--- src/rtl/reg_to_mem_bridge.sv ---
// Replays single-beat register-bus requests onto a req/gnt/rvalid memory port,
// one transaction at a time, with a timeout that forces an error response.
module reg_to_mem_bridge #(
  parameter int unsigned AddrWidth     = 48,
  parameter int unsigned DataWidth     = 64,
  parameter int unsigned TimeoutCycles = 256
) (
  input  logic                   clk_i,
  input  logic                   rst_ni,

  input  logic                   reg_valid_i,
  input  logic                   reg_write_i,
  input  logic [AddrWidth-1:0]   reg_addr_i,
  input  logic [DataWidth-1:0]   reg_wdata_i,
  input  logic [DataWidth/8-1:0] reg_wstrb_i,
  output logic                   reg_ready_o,
  output logic [DataWidth-1:0]   reg_rdata_o,
  output logic                   reg_error_o,

  output logic                   mem_req_o,
  input  logic                   mem_gnt_i,
  output logic [AddrWidth-1:0]   mem_addr_o,
  output logic                   mem_we_o,
  output logic [DataWidth-1:0]   mem_wdata_o,
  output logic [DataWidth/8-1:0] mem_strb_o,
  input  logic                   mem_rvalid_i,
  input  logic [DataWidth-1:0]   mem_rdata_i,
  input  logic                   mem_err_i
);

  localparam int unsigned StrbWidth = DataWidth / 8;
  localparam int unsigned CntWidth  = (TimeoutCycles > 0) ? $clog2(TimeoutCycles + 1) : 1;
  localparam int unsigned CntLastInt = (TimeoutCycles > 0) ? TimeoutCycles - 1 : 0;

  localparam logic [CntWidth-1:0]  CNT_LAST        = CntWidth'(CntLastInt);
  localparam logic [AddrWidth-1:0] ADDR_ALIGN_MASK = ~AddrWidth'(StrbWidth - 1);

  localparam logic [1:0] ST_IDLE = 2'd0;
  localparam logic [1:0] ST_REQ  = 2'd1;
  localparam logic [1:0] ST_WAIT = 2'd2;
  localparam logic [1:0] ST_RESP = 2'd3;

  logic [1:0]          state_q;
  logic [1:0]          state_d;
  logic                stale_q;
  logic [CntWidth-1:0] cnt_q;

  logic accept;
  logic in_flight;
  logic timeout_hit;
  logic rsp_capture;
  logic timeout_resp;

  // A stale rvalid arriving in the same cycle clears the block, so the request
  // is still taken that cycle.
  assign accept = (state_q == ST_IDLE) && reg_valid_i && (!stale_q || mem_rvalid_i);

  assign in_flight    = (state_q == ST_REQ) || (state_q == ST_WAIT);
  assign timeout_hit  = (TimeoutCycles != 0) && in_flight && (cnt_q == CNT_LAST);
  assign rsp_capture  = (state_q == ST_WAIT) && mem_rvalid_i;
  // Grant and rvalid both take priority over an expiring counter.
  assign timeout_resp = timeout_hit && !rsp_capture &&
                        !((state_q == ST_REQ) && mem_gnt_i);

  // NOTE: every signal assigned in always_comb gets a default first, so no
  // path leaves it unassigned and no latch is inferred.
  always_comb begin
    state_d = state_q;
    case (state_q)
      ST_IDLE: if (accept) state_d = ST_REQ;
      ST_REQ: begin
        if (mem_gnt_i)        state_d = ST_WAIT;
        else if (timeout_hit) state_d = ST_RESP;
      end
      ST_WAIT: begin
        if (mem_rvalid_i)     state_d = ST_RESP;
        else if (timeout_hit) state_d = ST_RESP;
      end
      ST_RESP: state_d = ST_IDLE;
      default: state_d = ST_IDLE;
    endcase
  end

  // NOTE: clocked state uses non-blocking assignments only, so every register
  // samples pre-edge values regardless of block ordering.
  always_ff @(posedge clk_i or negedge rst_ni) begin
    if (!rst_ni) begin
      state_q <= ST_IDLE;
    end else begin
      state_q <= state_d;
    end
  end

  always_ff @(posedge clk_i or negedge rst_ni) begin
    if (!rst_ni) begin
      cnt_q <= '0;
    end else if (accept) begin
      cnt_q <= '0;
    end else if (in_flight && (cnt_q != '1)) begin
      cnt_q <= cnt_q + CntWidth'(1);
    end
  end

  // A response abandoned by a WAIT timeout may still arrive; swallow exactly one.
  always_ff @(posedge clk_i or negedge rst_ni) begin
    if (!rst_ni) begin
      stale_q <= 1'b0;
    end else if ((state_q == ST_WAIT) && timeout_resp) begin
      stale_q <= 1'b1;
    end else if (stale_q && mem_rvalid_i) begin
      stale_q <= 1'b0;
    end
  end

  always_ff @(posedge clk_i or negedge rst_ni) begin
    if (!rst_ni) begin
      mem_req_o   <= 1'b0;
      mem_addr_o  <= '0;
      mem_we_o    <= 1'b0;
      mem_wdata_o <= '0;
      mem_strb_o  <= '0;
    end else if (accept) begin
      mem_req_o   <= 1'b1;
      mem_addr_o  <= reg_addr_i & ADDR_ALIGN_MASK;
      mem_we_o    <= reg_write_i;
      mem_wdata_o <= reg_wdata_i;
      mem_strb_o  <= reg_write_i ? reg_wstrb_i : '1;
    end else if ((state_q == ST_REQ) && (mem_gnt_i || timeout_hit)) begin
      mem_req_o <= 1'b0;
    end
  end

  always_ff @(posedge clk_i or negedge rst_ni) begin
    if (!rst_ni) begin
      reg_ready_o <= 1'b0;
      reg_rdata_o <= '0;
      reg_error_o <= 1'b0;
    end else begin
      reg_ready_o <= (state_d == ST_RESP);
      if (rsp_capture) begin
        reg_rdata_o <= mem_we_o ? '0 : mem_rdata_i;
        reg_error_o <= mem_err_i;
      end else if (timeout_resp) begin
        reg_rdata_o <= '0;
        reg_error_o <= 1'b1;
      end
    end
  end

endmodule

--- config.mk ---
export PLATFORM = sky130hd
export DESIGN_NAME = reg_to_mem_bridge
export DESIGN_NICKNAME = d
export VERILOG_FILES = /design/src/rtl/reg_to_mem_bridge.sv
export SDC_FILE = /design/constraint.sdc
export NUM_CORES = 1
export LEC_CHECK = 0
export ABC_CLOCK_PERIOD_IN_PS = 3100
export CORE_MARGIN = 8
export CORE_UTILIZATION = 43
export DETAILED_ROUTE_END_ITERATION = 6
export GPL_TIMING_DRIVEN = 1
export PLACE_DENSITY = 0.85
export SYNTH_ARGS = -nofsm -noshare
export SYNTH_HDL_FRONTEND = slang
export SYNTH_SLANG_ARGS = --single-unit
export TNS_END_PERCENT = 50
--- constraint.sdc ---
create_clock -name clk_i -period 3.1 [get_ports clk_i]
set_clock_uncertainty 0.15 [all_clocks]
set_input_delay 0.775 -clock clk_i [delete_from_list [all_inputs] [get_ports clk_i]]
set_output_delay 0.775 -clock clk_i [all_outputs]
set_load 0.02 [all_outputs]
After elaboration in Yosys (flattened, before gate mapping)
Index checks and enable logic that the tools add are counted.

$add $sub $neg: 1. Multipliers: 0. Div/mod/pow operators: 0. Magnitude comparators: 0. Eq/ne operators: 6. Shifts and indexed selects: 0. Multiplexer cells: 17. Bitwise operators: 0. Reduce and logical (&&, ||, !) cells: 22.

Operators with widths (count): 2-to-1 mux 64 bit (3); 2-to-1 mux 9 bit (2); logical AND 1 bit (11); adder 9 x 1 -> 9 bit (second input constant) (1); equality test 9 x 8 -> 1 bit (second input constant) (1); inequality test 9 bit (second input constant) (1); 2-to-1 mux 2 bit (4); 2-to-1 mux 8 bit (1); one-hot mux 2 bit (4 select lines) (1); nonzero test 2 bit (4); equality test 2 bit (second input constant) (3); 2-to-1 mux 1 bit (6); logical NOT 1 bit (3); logical OR 1 bit (3); equality test 2 x 1 -> 1 bit (second input constant) (1); logical NOT 2 bit (1).

Flip-flop bits (word level): 197. Latch bits: 0. RAM bits: 0. Memory bits (read-only): 0. Bits of input ports: 191. Memories kept: 0.

Depth between registers and ports, before layout
Depth in word-level cells: 7. Mapped depth: 10. Gate-level depth less buffers: 8.

Worst setup path after synthesis
No wires, ideal clock.

Path type: reg2reg. Start point: register cnt_q[0]. End point: register reg_rdata_o[14]. Data arrival time: 1.798 ns. Slack: 1.031 ns. Stages on the path, launching flop included: 11. Period minus slack after synthesis: 2.069 ns. Path through: dfrtp_1 > ha_1 > nand3_1 > nor2_1 > ha_1 > and2_1 > a21boi_1 > a21oi_1 > buf_2 > buf_2 > a22o_1.

Cells in the longest elaborated chain, start to end: 5.

Ends and longest elaborated chain: from (decl) (RTL line 46) `logic [CntWidth-1:0] cnt_q;`; from (signal assigned) (RTL line 100) `cnt_q <= cnt_q + CntWidth'(1);`; equality test 9 x 8 -> 1 bit (RTL line 59) `assign timeout_hit = (TimeoutCycles != 0) && in_flight && (cnt_q == CNT_LAST);`; logical AND 1 bit (RTL line 59); logical AND 1 bit (2 in a row) (RTL line 62) `assign timeout_resp = timeout_hit && !rsp_capture &&`; nonzero test 2 bit (no source line); to (signal assigned) (RTL line 141) `reg_rdata_o <= mem_we_o ? '0 : mem_rdata_i;`; to (decl) (RTL line 17) `output logic [DataWidth-1:0] reg_rdata_o,`.

No other way between the ends. A chain may end at the register's enable or synchronous reset.

Worst setup path after layout
Start point: register cnt_q[0]. End point: register reg_rdata_o[38].

Same word-level chain as after synthesis.

==> flow_summary.yaml <==
floorplan:
  core-area_um2: 17180
  pin_count: 379
  row_count: 48
  die_h_um: 148.0
  initial_core_util_pct: 43.64
  die-area_um2: 21910
  die_x_um: 148.0
route:
  viasPerCell: 4.900
  firstDrtPassIters: 4
  vias: 6478
  first_iter_violations: 328
  totalWireLength_mm: 24.85
  drcViolationCount: 0
  wl_per_cell_um: 18.80
  ant_nets: 0
clock_tree:
  clkTransAtPathRegs_ns: 0.07
  htree_num_levels: 4
  numCtsBuffers: 17
  cts_sinks: 197
  clock_path_buffers: 2
  clock_latency_ns: 0.42
  cts_resized: 0
  cts_tree: "built"
  cts_hold_buf: 0
  clock-root-buffer: "clkbuf_16"
  post_cts_buffers: 0
timing:
  setup_viol: 0
  hold_viol: 0
  tns_ns: 0
  period_needed_ns: 2.470
  period_share_pct: 79.69
  holdWs_ns: 0.2126
  fmaxAchievable_mhz: 404.8
  fin_ws_ns: 0.6296
  worstMarginPinSlew_ns: 0.5912
  rsz0062_at_grt: "no"
  slew_headroom_pct: 60.59
  slew_violations: 0
logic_synthesis:
  synthTopCellsByArea: "dfrtp_1 66%, nand2_1 17%, a22o_1 7.5%"
  syn_inst: 727
  ys_seq_area_share_pct: 65.77
  avgSynthCellArea_um2: 10.31
  synth_common_cells: "337 x nand2_1, 197 x dfrtp_1, 64 x a22o_1"
  synth-main-ff-cell: "dfrtp_1"
  synth_cell_types: 30
  ys_async_sr_fraction_pct: 100.0
  yosysTopAreaCell: "dfrtp_1"
  syn_area_um2: 7496
  synth_edf_count: 0
  yosys_warnings: 0
  netlist.area_leader.share_pct: 65.77
  yosysMostFrequentCell: "nand2_1"
  ys_ff_latch: 197
cells_and_area:
  area.sequential_um2: 4930
  nFillCells: 1246
  antenna_cells: 0
  drive_gt1_share_pct: 4.102
  area_delta_synth_final_pct: 61.09
  final_cell_area_um2: 12080
  multi_input_area_um2: 2307
  nets: 1284
global_routing:
  grt_pass1_wl_mm: 38.17
  grt_overflow: 0
  grt_util_all_layers_pct: 22.33
  antenna_found_initial: 0
  grt_max_degree: 88
  grt_pass1_vias: 6767
placement:
  dp_hpwl_mm: 18.54
  io_buffers: 372
  gp_congestion: 0.8236
  dpl_worst_slack_ns: 0.4359
  postPlaceCellArea_um2: 11470
setup_path:
  timing.reg2reg.setup_slack_ns: 0.63
  rr_startpoint: "cnt_q[0]$_DFFE_PN0P_"
  rr_worst_depth: 9
  rr_endpoint: "reg_rdata_o[38]$_DFFE_PN0P_"
  crit_arrival_ns: 2.62
  crit_type: "reg2reg"
  cp-start-kind: "register"
  required_ns: 3.25
  critPathMaxFanout: 65
  critPathCaptureType: "register"
power:
  vdd_ir_drop_max_uv: 536.1
  p_per_area_nw_per_um2: 1051
  power.leakage_nw: 5.708
run_status:
  status: "completed"
hold_path:
  hold_class: "in2async"
run:
  drv_cap: 0
[cells by family (layout without fill, tap and decap cells)]
group	Yosys count	in the layout	share of synthesized area, %
AO/OA/AOI/OAI	86	86	9.331
XOR/XNOR	6	6	0.7010
adder cells (fa/ha/maj)	7	7	1.168
buffers and inverters	59	427	3.906
flip-flops	197	197	65.77
multiplexers	1	1	0.1335
other	1	3	0.05003
AND/OR/NAND/NOR	370	370	18.95
[per-stage QoR]
stage	util, %	power, mW	instances
finish	70.30	12.69	1322
detailed placement	66.77	10.48	1292
global placement	66.77	10.29	1292
global route	70.30	13.38	1322
floorplan	-	7.271	729
CTS	70.30	12.83	1322
[metal layers]
layer,part of all wire (%),track usage [%],wire length (µm),vias to the layer above
li1,-,-,-,3046
met1,38,24.65,9456,3146
met2,52,39.18,12800,254
met3,8.4,7.887,2094,32
met4,2.0,7.547,496,0
met5,0,0,0,-
[report_power, final]
| part | switching, mW | internal [mW] |
|---|---|---|
| sequential | 0.617 | 3.72 |
| combinational | 3.21 | 2.85 |
| clock | 0.950 | 1.35 |
| total | 4.78 | 7.91 |
[worst max-delay path: stages (launching register included)]
cell and delay (ns):
dfrtp_1 0.40, ha_1 0.23, nand3_1 0.08, nor2_1 0.17, ha_1 0.17, and2_1 0.16
a21boi_1 0.38, a21oi_4 0.06, buf_12 0.19, a22o_1 0.30
[sequential cells by signal, indices dropped and copies added, names as in the netlist]
signal and cells:
reg_error_o 1, cnt_q 9, mem_req_o 1, mem_addr_o 45, reg_rdata_o 64, state_q 2
mem_wdata_o 64, mem_strb_o 8, stale_q 1, reg_ready_o 1, mem_we_o 1
[cell type report]
type                    count  area share [%]
flip-flops and latches    197           40.82
repair buffers            383           32.28
multi-input cells         473           19.11
clock buffers              18           3.554
well taps                 225           2.331
clock inverters            12           1.471
inverters                  14          0.4352
[how the worst max path moves through the flow]
stage	start	end	slack, ns	cells after the start
floorplan	cnt_q[0]$_DFFE_PN0P_	reg_rdata_o[14]$_DFFE_PN0P_	1.03	10
global placement	mem_rvalid_i	reg_ready_o$_DFF_PN0_	0.48	5
detailed placement	mem_rvalid_i	reg_ready_o$_DFF_PN0_	0.44	5
CTS	cnt_q[0]$_DFFE_PN0P_	reg_rdata_o[38]$_DFFE_PN0P_	0.64	9
global route	cnt_q[0]$_DFFE_PN0P_	reg_rdata_o[38]$_DFFE_PN0P_	0.51	9
finish	cnt_q[0]$_DFFE_PN0P_	reg_rdata_o[38]$_DFFE_PN0P_	0.63	9
[cell usage in the layout (no fill, tap or decap), types with 4 or more instances in the layout]
cell type	count
clkdlybuf4s50_1	371
nand2_1	337
dfrtp_1	197
a22o_1	64
nor2_1	19
clkbuf_16	17
inv_1	14
a31oi_1	8
ha_1	7
buf_12	7
xor2_1	5
o21ai_0	4
bufinv_16	4
buf_4	4
Power figures use the tool's default switching activity.
